### config.mk
export PLATFORM = sky130hd
export DESIGN_NAME = h_logic_pipe
export DESIGN_NICKNAME = d
export VERILOG_FILES = /design/src/rtl/h_logic_pipe.sv
export SDC_FILE = /design/constraint.sdc
export NUM_CORES = 1
export LEC_CHECK = 0
export BUFFER_PORTS_ARGS = -buffer_cell sky130_fd_sc_hd__buf_2
export CORE_MARGIN = 5
export CORE_UTILIZATION = 45
export DETAILED_ROUTE_END_ITERATION = 10
export PLACE_DENSITY = 0.66
export SLEW_MARGIN = 20
export SYNTH_ARGS = -nofsm -noshare
export SYNTH_HDL_FRONTEND = slang
export SYNTH_SLANG_ARGS = --single-unit
### constraint.sdc
create_clock -name clk -period 1.95 [get_ports clk]
set_clock_uncertainty 0.1 [all_clocks]
set_input_delay 0.0975 -clock clk [delete_from_list [all_inputs] [get_ports clk]]
set_output_delay 0.0975 -clock clk [all_outputs]
set_load 0.01 [all_outputs]
### src/rtl/h_logic_pipe.sv
`default_nettype none
// ============================================================================
// Module      : h_logic_pipe
// Description : Registered WIDTH-bit bitwise logic unit (NOT/AND/OR/XOR/NAND/
//               NOR/XNOR/PASS) behind a valid/ready handshake. An output
//               register plus one skid entry give one result per cycle while
//               keeping in_ready a pure flop output.
// Revision    : 1.0 - initial release
// ============================================================================
module h_logic_pipe #(
  parameter int WIDTH = 16
) (
  input  logic             clk,
  input  logic             rst,
  input  logic             in_valid,
  output logic             in_ready,
  input  logic [WIDTH-1:0] a,
  input  logic [WIDTH-1:0] b,
  input  logic [2:0]       op,
  output logic             out_valid,
  input  logic             out_ready,
  output logic [WIDTH-1:0] out,
  output logic             out_zero
);

  // Operation encodings
  localparam logic [2:0] OP_NOT  = 3'd0;
  localparam logic [2:0] OP_AND  = 3'd1;
  localparam logic [2:0] OP_OR   = 3'd2;
  localparam logic [2:0] OP_XOR  = 3'd3;
  localparam logic [2:0] OP_NAND = 3'd4;
  localparam logic [2:0] OP_NOR  = 3'd5;
  localparam logic [2:0] OP_XNOR = 3'd6;
  localparam logic [2:0] OP_PASS = 3'd7;

  // Output register and skid entry
  logic             out_valid_r;
  logic [WIDTH-1:0] out_r;
  logic             out_zero_r;
  logic             skid_valid;
  logic [WIDTH-1:0] skid_data;
  logic             skid_zero;

  // Combinational result of the pair currently on the inputs
  logic [WIDTH-1:0] result;
  logic             result_zero;

  // Handshake qualifiers
  logic accept;     // pair taken at this edge
  logic load_ok;    // output register is empty or being drained at this edge
  logic skid_move;  // skid entry moves into the output register at this edge

  // in_ready depends only on the skid flop, never on out_ready/in_valid
  assign in_ready  = ~skid_valid;
  assign accept    = in_valid & ~skid_valid;
  assign load_ok   = ~out_valid_r | out_ready;
  assign skid_move = skid_valid & out_ready;

  assign out_valid = out_valid_r;
  assign out       = out_r;
  assign out_zero  = out_zero_r;

  // Bitwise operation select; b is unused by NOT and PASS
  always_comb begin
    result = '0;
    case (op)
      OP_NOT:  result = ~a;
      OP_AND:  result = a & b;
      OP_OR:   result = a | b;
      OP_XOR:  result = a ^ b;
      OP_NAND: result = ~(a & b);
      OP_NOR:  result = ~(a | b);
      OP_XNOR: result = ~(a ^ b);
      OP_PASS: result = a;
      default: result = '0;
    endcase
    result_zero = ~|result;
  end

  // Occupancy control: skid only fills while the output register is stalled,
  // so skid_valid implies out_valid_r and a skid drain never coincides with
  // an accept (in_ready is low while the skid is full)
  always_ff @(posedge clk or posedge rst) begin
    if (rst) begin
      out_valid_r <= 1'b0;
      skid_valid  <= 1'b0;
    end else if (skid_valid) begin
      if (out_ready) begin
        skid_valid <= 1'b0;
      end
    end else if (accept) begin
      if (load_ok) begin
        out_valid_r <= 1'b1;
      end else begin
        skid_valid <= 1'b1;
      end
    end else if (out_ready) begin
      out_valid_r <= 1'b0;
    end
  end

  // Data path: out/out_zero change only when a new result is loaded, so they
  // stay stable while stalled and hold their last value once drained
  always_ff @(posedge clk or posedge rst) begin
    if (rst) begin
      out_r      <= '0;
      out_zero_r <= 1'b1;
      skid_data  <= '0;
      skid_zero  <= 1'b1;
    end else begin
      if (skid_move) begin
        out_r      <= skid_data;
        out_zero_r <= skid_zero;
      end else if (accept && load_ok) begin
        out_r      <= result;
        out_zero_r <= result_zero;
      end
      if (accept && !load_ok) begin
        skid_data <= result;
        skid_zero <= result_zero;
      end
    end
  end

endmodule
`default_nettype wire

==> summary.md <==
| Metric | Value |
|---|---|
| Final Util | `54.8%` |
| Number of port buffers | `57` |
| Max Transition Viols Final | `0` |
| Reg2reg path depth | `5` |
| Ports | `58` |
| Hold path startpoint | `a[1]` |
| Fmax | `0.588 GHz` |
| Routed len/inst | `14.0 um` |
| CTS tree | `built` |
| Antenna Cells | `0` |
| DP Cell Count | `558` |
| Worst reg-to-reg setup slack | `0.33 ns` |
| Overall Global Routing Usage | `18.1%` |
| First-pass GRT wire length | `13.4 mm` |
| Total CTS buffers | `5` |
| Yosys warns | `0` |
| CTS Sinks | `36` |
| Startpoint types | `primary input` |
| Clock latency on the worst-skew pair | `0.28 ns` |
| Final setup vio count | `0` |
| Post-CTS Setup Bufs | `0` |
| CP Class | `in -> reg` |
| RSZ-0062 raised after global routing | `false` |
| Power Total | `2.71 mW` |
| Clk root buf | `clkbuf_8` |
| Worst Tran Pin Value | `0.557 ns` |
| DR vias | `3107` |
| Post-synthesis sequential area ratio | `27.2%` |
| Fraction of layout cells with a size suffix above 1 | `25.1%` |
| Critical R2R Capture | `skid_data[0]$_DFFE_PP0P_` |
| Crit-path cells | `buf_2 > inv_1 > ha_1 > mux2_1 > mux2i_1 > nand4_1 > a22oi_1 > nand4_1 > o31ai_1` |
| Post-DP HPWL | `6.13 mm` |
| DRT Pass-1 Iters | `4` |
| PwrDens | `685 nW/um2` |
| Placement Rows | `31` |
| GP Congestion | `0.824` |
| Hold Fails Final Rpt | `0` |
| Largest delay share family, worst path | `multiplexers` |
| Period utilisation layout | `87.2%` |
| Most frequent cells in the layout | `buf_2 (57), nand2_1 (44), inv_1 (38)` |
| Iter 0 DRT Violations | `120` |
| Leakage | `1.95 nW` |
| Die width | `96.0 um` |
| Max VDD drop | `0.000291 V` |
| Slowest-stage cell, CP | `ha_1` |
| Synthesized area | `3320 um2` |
| Global route overflow | `0` |
| Initial Utilization | `46.1%` |
| Syn nets | `465` |
| Clock transition at path regs | `0.07 ns` |
| Die height | `96.0 um` |
| Top FF cell, synth | `dfrtp_1` |
| Hold path depth | `4` |
| CP Max Fanout | `2` |
| Number of global-route vias before repair | `2897` |
| Vias per cell | `5.46` |
| Core Region | `7210 um2` |
| Hold worst-path end | `out[1]$_DFFE_PP0P_` |
| Synthesis-stage register bit count | `36` |
| Minimum clock period | `1.70 ns` |
| WL final | `7.98 mm` |
| Cells after synthesis | `394` |
| Max clock buf depth | `2` |
| Hold WC Path Type | `in -> reg` |
| Crit. End Element | `flip-flop` |
| Post-route ant nets | `0` |
| Layout Cells excl Fill | `569` |
| CTS H-tree lvls | `2` |
| Most used cell, CP | `nand4_1` |
| Syn avg cell area | `8.44 um2` |
| Critical path's largest stage delay | `0.29 ns` |
| DRC errors left | `0` |
| Worst EP required | `2.04 ns` |
| Worst Path Arrival | `1.79 ns` |
| Post-synth EDFFs | `0` |
| Netlist cell types | `59` |
| Run status | `completed` |
| Full die area | `9210 um2` |
| Ys async rst share | `100%` |
| Maxcap violations | `0` |
| Pin count of the biggest net entering global routing | `37` |
| Commonest non-fill, non-tap cell in the layout | `buf_2` |
| Slew headroom | `62.3%` |
| Initial antenna violation count | `0` |
| Nets@finish | `540` |
| Synth-to-layout area growth | `19.0%` |
| CP Buf/Inv Count | `2` |
| WHS | `0.124 ns` |
| Crit Reg-Reg Startpoint | `skid_valid$_DFF_PP0_` |
sequential cells by signal (all words and copies together), names as in the netlist:
register and cells:
skid_zero 1, out_valid 1, skid_data 16, out_zero 1
out 16, skid_valid 1
where the power goes:
group          internal (mW)  switching, mW
clock                  0.282          0.256
combinational          0.490          0.556
sequential             0.991          0.137
timing repair:
action,4_1_cts,5_1_grt
hold buffers,3,0
resized for setup,1,1
endpoints found under the setup margin,16,3
cloned,0,0
endpoints found under the hold margin,36,0
cell families after synthesis:
kind of cell               synth area share (%)
AOI/OAI and AO/OA                          25.7
adders and majority gates                  12.0
buffers and inverters                      10.3
DFF                                        27.2
muxes                                      7.64
and+or+nand+nor                            17.1
worst max path at each step:
stage	start	to	slack (ns)	depth (start not counted)
2_1_floorplan	a[5]	out_zero$_DFFE_PP1P_	0.25	8
3_3_place_gp	a[6]	out_zero$_DFFE_PP1P_	0.004	9
3_5_place_dp	op[2]	out_zero$_DFFE_PP1P_	-0.04	8
4_1_cts	out_ready	out[2]$_DFFE_PP0P_	0.21	7
5_1_grt	a[11]	skid_zero$_DFFE_PP1P_	0.04	9
6_report	a[0]	skid_zero$_DFFE_PP1P_	0.25	9
per-stage QoR:
step,setup slack (ns),setup TNS (ns),instance area [um2]
2_1_floorplan,0.252,0,3320
3_3_place_gp,0.00435,0,3820
3_5_place_dp,-0.0409,-0.150,3820
4_1_cts,0.211,0,3950
5_1_grt,0.0400,0,3960
6_report,0.250,0,3960
layout make-up:
type	instances	area (um2)
inverters	39	146
multi-input cells	292	2090
repair buffers	95	603
well taps	99	124
clock inverters	2	10.0
fillers	688	3260
flip-flops and latches	36	903
clock buffers	6	82.6
synthesized netlist by cell type (2+ instances only):
cell type | number | share of area (%)
inv_1 | 38 | 4.3
o2111ai_1 | 2 | 0.53
o22ai_1 | 4 | 0.75
dfstp_2 | 2 | 1.6
ha_1 | 32 | 12
and3_1 | 2 | 0.38
nor2b_1 | 7 | 1.3
nor2_1 | 17 | 1.9
nand3_1 | 6 | 0.90
and2_1 | 6 | 1.1
nand4_1 | 2 | 0.38
nand2b_1 | 21 | 4.0
mux2i_1 | 13 | 3.9
nor3_1 | 2 | 0.30
o221a_2 | 3 | 1.0
buf_4 | 3 | 0.68
o32ai_1 | 3 | 0.79
clkbuf_1 | 7 | 0.79
mux2_2 | 8 | 2.7
buf_2 | 9 | 1.4
a32oi_1 | 2 | 0.53
a22oi_1 | 16 | 3.6
a32o_1 | 2 | 0.60
dfrtp_1 | 34 | 26
o22a_1 | 4 | 1.1
a211oi_1 | 3 | 0.68
buf_6 | 6 | 2.0
o21ai_0 | 36 | 5.4
a21oi_1 | 15 | 2.3
o221ai_1 | 3 | 0.79
o211ai_1 | 11 | 2.5
nand2_1 | 44 | 5.0
a31oi_1 | 4 | 0.75
o31ai_1 | 2 | 0.45
routing by layer:
layer	vias to the layer above	GRT usage (%)	wire, um
li1	1559	-	-
met1	1472	24.5	3800
met2	67	30.6	3770
met3	9	1.88	307
met4	0	4.98	93
met5	-	0	0
worst min-delay path, cell delays in order:
cell and delay [ns]:
buf_2 0.11, a32oi_1 0.12, nand2_1 0.09, nand2_1 0.05
No activity file was read; power rests on OpenSTA's default activity.
